[src/rtl/store_write_buffer.sv]
// -----------------------------------------------------------------------------
// store_write_buffer
//
// Dcache-side store write buffer. It accepts full 64-bit dword stores from
// retire, queues them in a circular FIFO, merges back-to-back stores to the
// same dword, drains them in order to the memory bus under an arbiter grant,
// and forwards buffered data to younger loads.
//
// Handshake: memory accepts the command in any cycle where this block drives
// BUS_STORE (which it only does while mem_grant is high) and mem2proc_response
// is non-zero. That cycle pops the head. A granted cycle with a zero response
// is a rejection and costs one BACKOFF cycle before the same head re-issues.
//
// Ports
//   clock, reset          system clock, synchronous active-high reset
//   store_en              retire commits a dword store this cycle
//   store2Dcache_addr     store dword address (bits [2:0] ignored)
//   store2Dcache_data     store dword data
//   sb_full, sb_empty     registered occupancy flags (count after the edge)
//   overflow              sticky: a store was dropped on a full buffer
//   load_lookup_valid     load probe strobe
//   load_lookup_addr      load address, matched on bits [XLEN-1:3]
//   load_fwd_hit          combinational forward hit
//   load_fwd_data         forwarded dword (0 on miss)
//   mem_grant             bus granted to this block this cycle
//   mem2proc_response     non-zero: memory accepted this cycle's command
//   proc2mem_command      BUS_STORE or BUS_NONE
//   proc2mem_addr         head address, bits [2:0] = 0 (0 when idle)
//   proc2mem_data         head data (0 when idle)
//   fsm_state             debug: drain FSM state (IDLE=0, ISSUE=1, BACKOFF=2)
//   entry_count           debug: number of valid entries
// -----------------------------------------------------------------------------
module store_write_buffer #(
    parameter int DEPTH = 4,
    parameter int XLEN  = 32
) (
    input  logic                          clock,
    input  logic                          reset,
    input  logic                          store_en,
    input  logic [XLEN-1:0]               store2Dcache_addr,
    input  logic [63:0]                   store2Dcache_data,
    output logic                          sb_full,
    output logic                          sb_empty,
    output logic                          overflow,
    input  logic                          load_lookup_valid,
    input  logic [XLEN-1:0]               load_lookup_addr,
    output logic                          load_fwd_hit,
    output logic [63:0]                   load_fwd_data,
    input  logic                          mem_grant,
    input  logic [3:0]                    mem2proc_response,
    output logic [1:0]                    proc2mem_command,
    output logic [XLEN-1:0]               proc2mem_addr,
    output logic [63:0]                   proc2mem_data,
    output logic [1:0]                    fsm_state,
    output logic [$clog2(DEPTH):0]        entry_count
);

    localparam int PTR_W = $clog2(DEPTH);
    localparam int CNT_W = PTR_W + 1;
    localparam int TAG_W = XLEN - 3;

    localparam logic [1:0] BUS_NONE  = 2'd0;
    localparam logic [1:0] BUS_STORE = 2'd2;

    typedef enum logic [1:0] {
        IDLE    = 2'd0,
        ISSUE   = 2'd1,
        BACKOFF = 2'd2
    } drain_state_t;

    drain_state_t     state, state_next;

    logic [TAG_W-1:0] entry_addr [DEPTH];
    logic [63:0]      entry_data [DEPTH];
    logic [PTR_W-1:0] head, tail, youngest;
    logic [CNT_W-1:0] count, count_next;

    logic [TAG_W-1:0] store_tag, lookup_tag;
    logic             issue_go, pop, coalesce, alloc, drop;
    logic             buffer_full;

    logic             fwd_hit_raw;
    logic [63:0]      fwd_data_raw;
    logic [PTR_W-1:0] fwd_idx;

    // Address low bits select a byte within the dword and are irrelevant here.
    logic unused_low_bits;
    assign unused_low_bits = ^{store2Dcache_addr[2:0], load_lookup_addr[2:0]};

    assign store_tag   = store2Dcache_addr[XLEN-1:3];
    assign lookup_tag  = load_lookup_addr[XLEN-1:3];
    assign youngest    = tail - PTR_W'(1);
    assign buffer_full = (count == CNT_W'(DEPTH));

    assign fsm_state   = state;
    assign entry_count = count;

    // ---------------------------------------------------------------------
    // Push / pop / coalesce decisions
    // ---------------------------------------------------------------------
    // Reset kills any in-flight command in the same cycle, so a granted
    // issue never counts as accepted while reset is high.
    assign issue_go = (state == ISSUE) && mem_grant && !reset;
    assign pop      = issue_go && (mem2proc_response != 4'd0);

    // Merging into a head that memory is taking this cycle would lose the
    // new data, so that case falls through to a normal allocation.
    assign coalesce = store_en && (count != '0)
                      && (entry_addr[youngest] == store_tag)
                      && !(pop && (youngest == head));
    assign alloc    = store_en && !coalesce && (!buffer_full || pop);
    assign drop     = store_en && !coalesce && buffer_full && !pop;

    assign count_next = count + CNT_W'(alloc) - CNT_W'(pop);

    // ---------------------------------------------------------------------
    // State register and storage
    // ---------------------------------------------------------------------
    always_ff @(posedge clock) begin
        if (reset) begin
            state    <= IDLE;
            head     <= '0;
            tail     <= '0;
            count    <= '0;
            sb_full  <= 1'b0;
            sb_empty <= 1'b1;
            overflow <= 1'b0;
        end else begin
            state <= state_next;
            if (coalesce) begin
                entry_data[youngest] <= store2Dcache_data;
            end
            if (alloc) begin
                entry_addr[tail] <= store_tag;
                entry_data[tail] <= store2Dcache_data;
                tail             <= tail + PTR_W'(1);
            end
            if (pop) begin
                head <= head + PTR_W'(1);
            end
            count    <= count_next;
            sb_full  <= (count_next == CNT_W'(DEPTH));
            sb_empty <= (count_next == '0);
            if (drop) begin
                overflow <= 1'b1;
            end
        end
    end

    // ---------------------------------------------------------------------
    // Drain FSM: next state and bus outputs
    // ---------------------------------------------------------------------
    always_comb begin
        state_next       = state;
        proc2mem_command = BUS_NONE;
        proc2mem_addr    = '0;
        proc2mem_data    = '0;

        case (state)
            // Looking at the post-edge count lets a store pushed this cycle
            // reach the bus on the very next cycle.
            IDLE: begin
                if (count_next != '0) begin
                    state_next = ISSUE;
                end
            end
            ISSUE: begin
                if (issue_go) begin
                    if (pop) begin
                        if (count_next == '0) begin
                            state_next = IDLE;
                        end
                    end else begin
                        state_next = BACKOFF;
                    end
                end
            end
            BACKOFF: begin
                state_next = ISSUE;
            end
            default: begin
                state_next = IDLE;
            end
        endcase

        if (issue_go) begin
            proc2mem_command = BUS_STORE;
            proc2mem_addr    = {entry_addr[head], 3'b000};
            proc2mem_data    = entry_data[head];
        end
    end

    // ---------------------------------------------------------------------
    // Load forwarding: walk oldest to youngest so the youngest match wins,
    // then let a same-cycle incoming store override everything.
    // ---------------------------------------------------------------------
    always_comb begin
        fwd_hit_raw  = 1'b0;
        fwd_data_raw = '0;
        fwd_idx      = head;
        for (int i = 0; i < DEPTH; i++) begin
            fwd_idx = head + PTR_W'(i);
            if ((CNT_W'(i) < count) && (entry_addr[fwd_idx] == lookup_tag)) begin
                fwd_hit_raw  = 1'b1;
                fwd_data_raw = entry_data[fwd_idx];
            end
        end
        if (store_en && (store_tag == lookup_tag)) begin
            fwd_hit_raw  = 1'b1;
            fwd_data_raw = store2Dcache_data;
        end
    end

    assign load_fwd_hit  = load_lookup_valid && !reset && fwd_hit_raw;
    assign load_fwd_data = load_fwd_hit ? fwd_data_raw : 64'd0;

endmodule

[config.mk]
export PLATFORM = sky130hd
export DESIGN_NAME = store_write_buffer
export DESIGN_NICKNAME = d
export VERILOG_FILES = /design/src/rtl/store_write_buffer.sv
export SDC_FILE = /design/constraint.sdc
export NUM_CORES = 1
export LEC_CHECK = 0
export BUFFER_PORTS_ARGS = -buffer_cell sky130_fd_sc_hd__buf_2
export CORE_MARGIN = 5
export CORE_UTILIZATION = 65
export DETAILED_ROUTE_END_ITERATION = 7
export PLACE_DENSITY_LB_ADDON = 0.05
export SLEW_MARGIN = 10
export SYNTH_ARGS = -nofsm -noshare
export SYNTH_HDL_FRONTEND = slang
export SYNTH_SLANG_ARGS = --single-unit
[constraint.sdc]
create_clock -name clock -period 9.7 [get_ports clock]
set_input_delay 0.97 -clock clock [delete_from_list [all_inputs] [get_ports clock]]
set_output_delay 0.97 -clock clock [all_outputs]
set_load 0.01 [all_outputs]
# [Word-level counts from Yosys, hierarchy flattened]
# Memories as Yosys holds them, arrays and structs flattened. A register that Yosys moved wholly into a read port is not among the register bits.
# Index checks and enable logic that the tools add are counted.
[word_totals] regBits=12 ram_bits=372 input_bits=137 word_cells=97 memories=2
[memory_table] name="entry_data" depth=4 width=64 rd=4 rd_clocked_by_memory_dff=1 write_ports=1 line="74" source="logic [63:0] entry_data [DEPTH];"
[memory_table] name="entry_addr" depth=4 width=29 rd=5 rd_clocked_by_memory_dff=1 write_ports=1 line="73" source="logic [TAG_W-1:0] entry_addr [DEPTH];"
[op_classes] add_sub_neg=7 order_cmp=4 eq_ne=14 muxes=32 reduce_logical=31
[ops] operator="two-way mux 64 bit" count=8
[ops] operator="equality test 29 bit" count=6
[ops] operator="OR reduction 64 bit" count=1
[ops] operator="two-way mux 32 bit" count=1
[ops] operator="two-way mux 2 bit" count=10
[ops] operator="logical AND 1 bit" count=18
[ops] operator="two-way mux 1 bit" count=12
[ops] operator="equality test 3 bit (second input constant)" count=2
[ops] operator="less-than comparator 1 x 3 -> 1 bit (first input constant)" count=2
[ops] operator="less-than comparator 2 x 3 -> 1 bit (first input constant)" count=2
[ops] operator="one-hot mux 2 bit (3 select lines)" count=1
[ops] operator="nonzero test 3 bit" count=2
[ops] operator="logical NOT 1 bit" count=5
[ops] operator="adder 2 x 1 -> 2 bit (second input constant)" count=2
[ops] operator="adder 2 bit (second input constant)" count=2
[ops] operator="!= test 2 bit (second input constant)" count=2
[ops] operator="nonzero test 4 bit" count=1
[ops] operator="adder 3 x 1 -> 3 bit" count=1
[ops] operator="logical NOT 3 bit" count=1
[ops] operator="!= test 3 x 2 -> 1 bit (second input constant)" count=1
[ops] operator="AND reduction 3 bit" count=1
[ops] operator="subtractor 3 x 1 -> 3 bit" count=1
[ops] operator="equality test 2 x 1 -> 1 bit (second input constant)" count=1
[ops] operator="equality test 2 bit" count=1
[ops] operator="other kinds (4)" count=4

# [Longest topological paths before layout]
# Gate-level depths: netlist of the first run.
[logic_depth] depth_word=17 depth_mapped=21 depth_no_buf=17

# [Worst setup path before layout of the first run]
# Ideal clock, no wire load.
[synth_timing] path_kind="register to register" from="register tail[0]" to="memory entry_data[0][0], enable pin" t_arrival_ns=4.928 setup_slack_ns=4.343 stages_incl_launch_ff=16 synth_period_minus_slack_ns=5.357 path_cell_list="dfxtp_1 buf_6 buf_2 inv_1 ha_1 clkbuf_1 clkbuf_1 mux4_2 xnor2_1 nand4_1 or4_1 o211a_4 inv_4 nor2_4 mux2_4 and2_1"
[synth_via] elab_chain_len=13 word_cells_on_any_way=20 classes_between="add/sub (1); eq/ne (2); mux (8); reduce/logical (8); memory (1)"
[synth_rtl] element="start: declaration" line="75" source="logic [PTR_W-1:0] head, tail, youngest;"
[synth_rtl] element="start signal: assignment" line="136" source="tail <= tail + PTR_W'(1);"
[synth_rtl] element="subtractor 2 x 1 -> 2 bit *" line="92" source="assign youngest = tail - PTR_W'(1);"
[synth_rtl] element="via youngest[0]" line="75"
[synth_rtl] element="memory read (4 x 29 bit) / equality test 2 bit (equally long branches)"
[synth_rtl] element="equality test 29 bit / logical AND 1 bit (equally long branches)" line="109, 110"
[synth_rtl] element="logical AND 1 bit / logical NOT 1 bit (equally long branches)" line="109, 110"
[synth_rtl] element="logical AND 1 bit" line="110" source="&& !(pop && (youngest == head));"
[synth_rtl] element="logical NOT 1 bit" line="111" source="assign alloc = store_en && !coalesce && (!buffer_full || pop);"
[synth_rtl] element="logical AND 1 bit (2 in series)" line="111"
[synth_rtl] element="two-way mux 1 bit" line="133" source="if (alloc) begin"
[synth_rtl] element="two-way mux 1 bit" line="120" source="if (reset) begin"
[synth_rtl] element="two-way mux 1 bit (implied by the code)" line="135" source="entry_data[tail] <= store2Dcache_data;"
[synth_rtl] element="OR reduction 64 bit (no line)"
[synth_rtl] element="two-way mux 2 bit (no line) / two-way mux 1 bit (equally long branches)"
[synth_rtl] element="end: declaration" line="74"
# Mark *: on every way through the listed nets, which the timed path passes. The rest lies on a longest branch.

# [Worst setup path after layout of the first run]
[layout_timing] from="register head[1]" to="output port load_fwd_data[9]"
[layout_via] elab_chain_len=10 word_cells_on_any_way=21 classes_between="add/sub (3); eq/ne (3); mux (9); reduce/logical (4); memory (2)"
[layout_rtl] element="start: declaration" line="75"
[layout_rtl] element="start signal: assignment" line="139" source="head <= head + PTR_W'(1);"
[layout_rtl] element="adder 2 x 1 -> 2 bit" line="202" source="fwd_idx = head + PTR_W'(i);"
[layout_rtl] element="memory read (4 x 29 bit)"
[layout_rtl] element="equality test 29 bit" line="203" source="if ((CNT_W'(i) < count) && (entry_addr[fwd_idx] == lookup_tag)) begin"
[layout_rtl] element="logical AND 1 bit" line="203"
[layout_rtl] element="two-way mux 1 bit (3 in series)" line="203"
[layout_rtl] element="two-way mux 1 bit" line="208" source="if (store_en && (store_tag == lookup_tag)) begin"
[layout_rtl] element="logical AND 1 bit" line="214" source="assign load_fwd_hit = load_lookup_valid && !reset && fwd_hit_raw;"
[layout_rtl] element="two-way mux 64 bit *" line="215" source="assign load_fwd_data = load_fwd_hit ? fwd_data_raw : 64'd0;"
[layout_rtl] element="end: declaration" line="48" source="output logic [63:0] load_fwd_data,"
# Every way passes the cells marked *; elsewhere a longest branch is shown, timed or not.

==> impl_results.md, run 1 <==
- Port Buf Inserts: 297
- Gr busiest metal: met2
- Int Power: 3.43 mW
- Sw frac: 28.8%
- M2 GR Usage: 55.9%
- Combinational share of power: 23.5%
- Hold_buf cts: 0
- Setup Skew: 0.0214 ns
- Asr flop ratio synth: 0%
- Buffers and inverters on the worst path: 4
- DR pass1 iterations: 6
- CTS root buf: clkbuf_16
- Gr ovfl total: 0
- Final Wtd Congestion: 1.00
- Static Leak: 9.45 nW
- Routing usage on met3: 7.91%
- RSZ-0062 raised after global routing: false
- Starting density of the core: 65.4%
- Initial antenna violation count: 14
- Die ar.: 0.0473 mm^2
- Final hold viol count: 0
- Status: finished clean
- Fill cell count: 2,889
- Worst-path maximum fanout: 79
- Max Slew Vio Count: 0
- Worst Max-Slew Pin Slew: 1.23 ns
- Main synth FF type: edfxtp_1
- Clk buf depth: 3
- Post-layout instance area: 0.0307 mm^2
- Clk sinks: 386
- Post-DP HPWL: 54.2 mm
- Worst endpoint required time: 8.73 ns
- Critical-path cell list: buf_4 > mux4_2 > xnor2_1 > nand4_1 > nor4_2 > o211ai_1 > buf_4 > nand3_1 > o21ai_4 > buf_4 > a21oi_1 > buf_2
- Clock transition at path regs: 0.06 ns
- Sequential power share: 42.7%
- Met1 Use GR: 49.1%
- Placed Area: 0.0293 mm^2
- Final ANT Viol Nets: 0
- Crit Path Class: reg2out
- Cell mode on critical path: buf_4
- Row count: 76
- Crit-path slowest cell: dfxtp_4
- Synth-to-layout area growth: 9.56%
- Yosys warning count: 0
- Sum of negative setup slack: 0 ns
- DIE WIDTH: 217 um
- Placeable Area: 0.0428 mm^2
- Final setup vio count: 0
- CP max stage delay: 0.98 ns
- Vias in the first global route: 20,900
- F_max: 134 MHz
- CTS tree: built
- Overall via count from detail_route: 21,100
- Crit share post-route: 77.0%
- Tmin final: 7.47 ns
- Share of cells above drive strength 1: 36.7%
- Total CTS buffers: 42
- Finished Core Util: 71.6%
- Sequential-to-total area share from yosys stat: 40.9%
- Final nets: 2,411
- Later-pin clock latency in the skew report: 0.57 ns
- Postcts setup bufs: 0
- Largest net degree at the start of global routing: 93
- Yosys cell types: 73
- Switching pwr: 1.38 mW
- Post_cts resized: 0
- VDD IR max: 0.000168 V
- H-tree levels: 2
- Io pins: 308
- Max transition margin: 18.3%
- Total GRT Usage: 35.3%
- Syn avg cell area: 13.3 um^2
- DIE HEIGHT: 217 um
- Seq cells post-synth: 386
- CP top delay family: buffers and inverters
- Worst Hold Class: reg2reg
- Arrival time at the worst endpoint: 6.50 ns
- Power Dens Cells: 157 mW/mm^2
- Cell count after synthesis: 2,111
- EDFF count, synth: 372
- Routed len/inst: 30.0 um
- MaxCap Viol Count: 0
- Via-to-Cell Ratio: 7.40
- First-pass GRT wire length: 128 mm
- Routed WL: 85.5 mm
- Worst Setup End Kind: output port
- Post-route DRC: 0
- Cell Area, Synth: 0.0280 mm^2
- Critical path startpoint category: flop
- Clock share of power: 33.8%
- First DRT Iteration DRCs: 2,429
kinds of logic (layout without fill, tap and decap cells):
family / Yosys count / after routing / share of synthesized area (%)
AND/OR/NAND/NOR: 440 / 440 / 8.51
multiplexers: 431 / 431 / 28.1
AO/OA/AOI/OAI: 428 / 428 / 11.9
flip-flops: 386 / 386 / 40.9
buffers and inverters: 249 / 429 / 4.82
XOR/XNOR: 167 / 167 / 5.23
adder cells (fa/ha/maj): 9 / 9 / 0.429
other: 1 / 17 / 0.0134
final timing paths:
path | endpoint | slack (ns) | cells past startpoint | start
worst max register to register | entry_data[3][55]$_DFFE_PP_ | 3.26 | 14 | tail[0]$_SDFFE_PP0P_
worst max-delay path | load_fwd_data[9] | 2.23 | 12 | head[1]$_SDFFE_PP0P_
worst min register to register | overflow$_SDFFE_PP0P_ | 0.45 | 2 | overflow$_SDFFE_PP0P_
worst min-delay path | overflow$_SDFFE_PP0P_ | 0.45 | 2 | overflow$_SDFFE_PP0P_
layout by cell type (no fill, tap or decap), drive strengths merged, types with 6 or more instances in the layout:
master and n:
a21oi 72, a22oi 65, and2 94, and3 6, buf 335, bufinv 6, clkbuf 54, clkinv 10
dfxtp 14, diode 13, edfxtp 372, ha 8, inv 24, mux2 58, mux2i 98, mux4 275
nand2 183, nand3 9, nand4 26, nor2 13, nor3b 64, nor4 21, o21ai 132, o221ai 67
o31ai 50, xnor2 116, xor2 51
power by group through the flow:
stage	clock, mW	combinational (mW)	sequential (mW)
2_1_floorplan	0	0.820	2.05
3_3_place_gp	0	1.09	2.07
3_5_place_dp	0	1.11	2.09
4_1_cts	1.64	1.12	2.05
5_1_grt	1.72	1.19	2.07
6_report	1.63	1.13	2.06
final cells by class:
| class | instances | area, um^2 | area share, % |
|---|---|---|---|
| antenna | 13 | 32.5 | 0.106 |
| clock buffer | 54 | 1120 | 3.64 |
| clock inverter | 19 | 253 | 0.824 |
| inverter | 21 | 81.3 | 0.265 |
| multi-input combinational | 1479 | 15300 | 49.7 |
| sequential | 386 | 11500 | 37.4 |
| tap | 546 | 683 | 2.23 |
| timing repair buffer | 335 | 1770 | 5.78 |
synth_stat cells, types with 3 or more instances:
| master | instances | area, um^2 |
|---|---|---|
| a211oi_1 | 5 | 37.5 |
| a21oi_1 | 46 | 230 |
| a21oi_2 | 26 | 228 |
| a221oi_1 | 3 | 26.3 |
| a222oi_1 | 4 | 40.0 |
| a22oi_1 | 65 | 488 |
| and2_1 | 94 | 588 |
| and3_1 | 6 | 37.5 |
| buf_1 | 12 | 45.0 |
| buf_12 | 3 | 60.1 |
| buf_2 | 65 | 325 |
| buf_4 | 23 | 173 |
| buf_6 | 17 | 191 |
| buf_8 | 6 | 90.1 |
| clkbuf_1 | 101 | 379 |
| dfxtp_1 | 14 | 280 |
| edfxtp_1 | 372 | 11200 |
| ha_1 | 8 | 100 |
| inv_1 | 19 | 71.3 |
| mux2_2 | 57 | 642 |
| mux2i_1 | 98 | 981 |
| mux4_1 | 11 | 289 |
| mux4_2 | 264 | 5950 |
| nand2_1 | 183 | 687 |
| nand2b_1 | 4 | 25.0 |
| nand3_1 | 9 | 45.0 |
| nand4_1 | 26 | 163 |
| nor2_1 | 11 | 41.3 |
| nor2b_1 | 4 | 25.0 |
| nor3_1 | 3 | 15.0 |
| nor3b_1 | 64 | 480 |
| nor4_1 | 20 | 125 |
| o2111ai_1 | 3 | 26.3 |
| o211ai_1 | 4 | 30.0 |
| o21ai_0 | 123 | 616 |
| o21ai_2 | 8 | 70.1 |
| o221ai_1 | 21 | 184 |
| o221ai_2 | 46 | 691 |
| o22ai_1 | 5 | 31.3 |
| o2bb2ai_1 | 5 | 43.8 |
| o31ai_1 | 32 | 240 |
| o31ai_2 | 18 | 225 |
| xnor2_1 | 116 | 1020 |
| xor2_1 | 51 | 447 |
metal layers:
layer / up-vias / wire length, um
met5: - / 62
met4: 12 / 2620
met3: 209 / 10500
met2: 1505 / 40600
met1: 10600 / 31700
li1: 8775 / -
worst register-to-register path, cell delays in order (launching register included):
cell	delay, ns
dfxtp_2	0.31
buf_4	0.57
inv_1	0.23
ha_1	0.88
buf_4	0.46
mux4_2	0.39
xnor2_1	0.35
nand4_1	0.30
or4_1	0.66
o211a_4	0.32
inv_4	0.10
nor2_4	0.06
mux2i_1	0.20
and2_4	0.65
buf_4	0.56
registers in the layout, summed over array words and instances (netlist names), named ones only:
name and count:
entry_addr 116, entry_data 256, sb_full 1, sb_empty 1, head 2, fsm_state 2, tail 2, overflow 1
entry_count 3
per-stage QoR:
stage / setup slack (ns) / hold WS, ns / total power, mW / cells
3_5_place_dp: 3.01 / 0.439 / 3.19 / 2767
4_1_cts: 2.38 / 0.450 / 4.81 / 2840
3_3_place_gp: 3.05 / 0.441 / 3.17 / 2767
5_1_grt: 2.04 / 0.478 / 4.97 / 2847
2_1_floorplan: 4.34 / 0.470 / 2.87 / 2114
6_report: 2.23 / 0.451 / 4.81 / 2853
No activity file was read; power rests on OpenSTA's default activity.
==> run 2, diff against run 1 <==
CORE_UTILIZATION = 60   (was 65)
clock period = 7.5 ns   (was 9.7 ns; I/O delays follow)
==> impl_results.md, run 2 (synthesized netlist as in run 1, its figures left out) <==
- Status: finished clean
- Io pins: 308 (unchanged)
- H-tree levels: 2 (unchanged)
- Later-pin clock latency in the skew report: 0.60 ns (+0.03 ns)
- Max FFs per register: 256 (unchanged)
- Power Dens Cells: 204 mW/mm^2 (+30%)
- Share of cells above drive strength 1: 37.3% (+0.56 points)
- Post-Place Cells: 2,833 (+2.4%)
- Worst endpoint required time: 6.75 ns (-1.98 ns)
- Via-to-Cell Ratio: 7.09 (-4.2%)
- Row count: 79 (+3.9%)
- Final nets: 2,419 (+0.33%)
- Placeable Area: 0.0464 mm^2 (+8.3%)
- Worst Setup End Kind: output port
- Max transition margin: 31.6% (+13 points)
- F_max: 156 MHz
- RSZ-0062 raised after global routing: false
- DIE WIDTH: 226 um (+3.9%)
- Final ANT Viol Nets: 0 (unchanged)
- Synth-to-layout area growth: 10.6%
- Critical-path cell list: buf_4 > inv_1 > mux2i_1 > xnor2_1 > nand4_1 > or4_4 > nor2_4 > buf_4 > a22oi_1 > a21oi_1 > buf_2
- Initial antenna violation count: 14 (unchanged)
- Clk sinks: 386 (unchanged)
- Crit share post-route: 85.5%
- CP max stage delay: 0.88 ns (-0.10 ns)
- Postcts setup bufs: 0 (unchanged)
- Most common cell after layout, fill and taps aside: edfxtp_1
- DR pass1 iterations: 6 (unchanged)
- Total CTS buffers: 45 (+7.1%)
- CTS root buf: clkbuf_16
- Starting density of the core: 60.4% (-5.0 points)
- DIE HEIGHT: 226 um (+3.9%)
- Final hold viol count: 0 (unchanged)
- CTS tree: built
- Clk buf depth: 3 (unchanged)
- Largest Register: entry_data
- Post-Layout Cell Count: 2,925 (+2.5%)
- Final setup vio count: 0 (unchanged)
- Post-DP HPWL: 54.3 mm (+0.20%)
- Crit Path Class: reg2out
- Max Slew Vio Count: 0 (unchanged)
- Clock transition at path regs: 0.07 ns (about the same)
- Most frequent cells in the layout: 372 x edfxtp_1, 297 x buf_2, 264 x mux4_2, 181 x nand2_1, 123 x o21ai_0
- Hold_buf cts: 0 (unchanged)
- First DRT Iteration DRCs: 2,073 (-15%)
- VDD IR max: 0.000208 V (+24%)
- Worst-path maximum fanout: 85 (+7.6%)
- Overall via count from detail_route: 20,700 (-1.8%)
- Tmin final: 6.41 ns
- Port Buf Inserts: 297 (unchanged)
- Gr ovfl total: 0 (unchanged)
- Critical path startpoint category: flop
- Worst Max-Slew Pin Slew: 1.03 ns (-0.200 ns)
- Vias in the first global route: 20,500 (-1.8%)
- Static Leak: 9.55 nW (+1.1%)
- Post_cts resized: 0 (unchanged)
- Cell mode on critical path: buf_4
- Largest net degree at the start of global routing: 217 (+130%)
- Final Wtd Congestion: 0.945 (-5.5%)
- Crit-path slowest cell: dfxtp_4
- Worst Hold Class: in2reg
- Routed WL: 84.5 mm (-1.1%)
- Post-route DRC: 0 (unchanged)
- Total GRT Usage: 32.4% (-2.9 points)
- Arrival time at the worst endpoint: 5.66 ns (-0.84 ns)
- Sum of negative setup slack: 0 ns (unchanged)
- Setup Skew: 0.0327 ns (+0.0113 ns)
- Finished Core Util: 66.8% (-4.9 points)
- Die ar.: 0.0511 mm^2 (+7.9%)
- Routed len/inst: 28.9 um (-3.6%)
- First-pass GRT wire length: 126 mm (-1.3%)
- MaxCap Viol Count: 0 (unchanged)
-- run 2: changes by cell type in the layout (fill, tap and decap cells not counted), moves of 3 or more --
cell,previous run,this run
buf_12,0,7
clkbuf_1,11,5
clkinv_4,0,3
diode_2,13,10
inv_6,3,8
-- run 2: layer usage --
metal  track usage (%)  wire length, um  vias up  part of all wire (%)
met5                 0              108        -                  0.13
met3              7.38             8590      183                    10
met1              45.0            32800    10600                    39
li1                  -                -     8797                     -
met4              9.84             2580       16                   3.1
met2              51.9            40500     1163                    48
-- run 2: path summary, 6_finish.rpt --
path	from	endpoint	slack, ns	depth (start not counted)
worst max-delay path	head[1]$_SDFFE_PP0P_	load_fwd_data[59]	1.09	11
worst min register to register	overflow$_SDFFE_PP0P_	overflow$_SDFFE_PP0P_	0.46	2
worst min-delay path	store2Dcache_data[44]	entry_data[1][44]$_DFFE_PP_	0.39	1
worst max register to register	tail[0]$_SDFFE_PP0P_	fsm_state[0]$_SDFFE_PP0P_	2.59	16
-- run 2: critical path: cells and delay by family, from the launching register on --
family | cells | cell delay, ns
compound gates | 2 | 0.45
xor+xnor | 1 | 0.28
buf+inv | 4 | 2.31
flops | 1 | 0.88
mux | 1 | 0.23
simple gates | 3 | 0.80
-- run 2: report_power, final --
group	internal [mW]	switching, mW	total (mW)
logic	0.656	0.800	1.46
clock network	1.27	0.929	2.20
registers	2.53	0.131	2.66
-- run 2: metrics by stage --
step / hold slack, ns / setup WS (ns) / total power [mW] / instance area [um^2]
finish: 0.389 / 1.09 / 6.31 / 31000
global route: 0.372 / 0.845 / 6.54 / 30900
floorplan: 0.470 / 2.14 / 3.71 / 28000
global placement: 0.438 / 1.84 / 4.11 / 29500
CTS: 0.355 / 1.20 / 6.33 / 30900
detailed placement: 0.442 / 1.85 / 4.14 / 29500
-- run 2: cell type report --
| type | count | area, um^2 |
|---|---|---|
| Antenna cell | 10 | 25.0 |
| Clock buffer | 51 | 1160 |
| Clock inverter | 31 | 318 |
| Fill cell | 3402 | 15400 |
| Inverter | 21 | 81.3 |
| Multi-Input combinational cell | 1479 | 15300 |
| Sequential cell | 386 | 11500 |
| Tap cell | 607 | 759 |
| Timing Repair Buffer | 340 | 1900 |
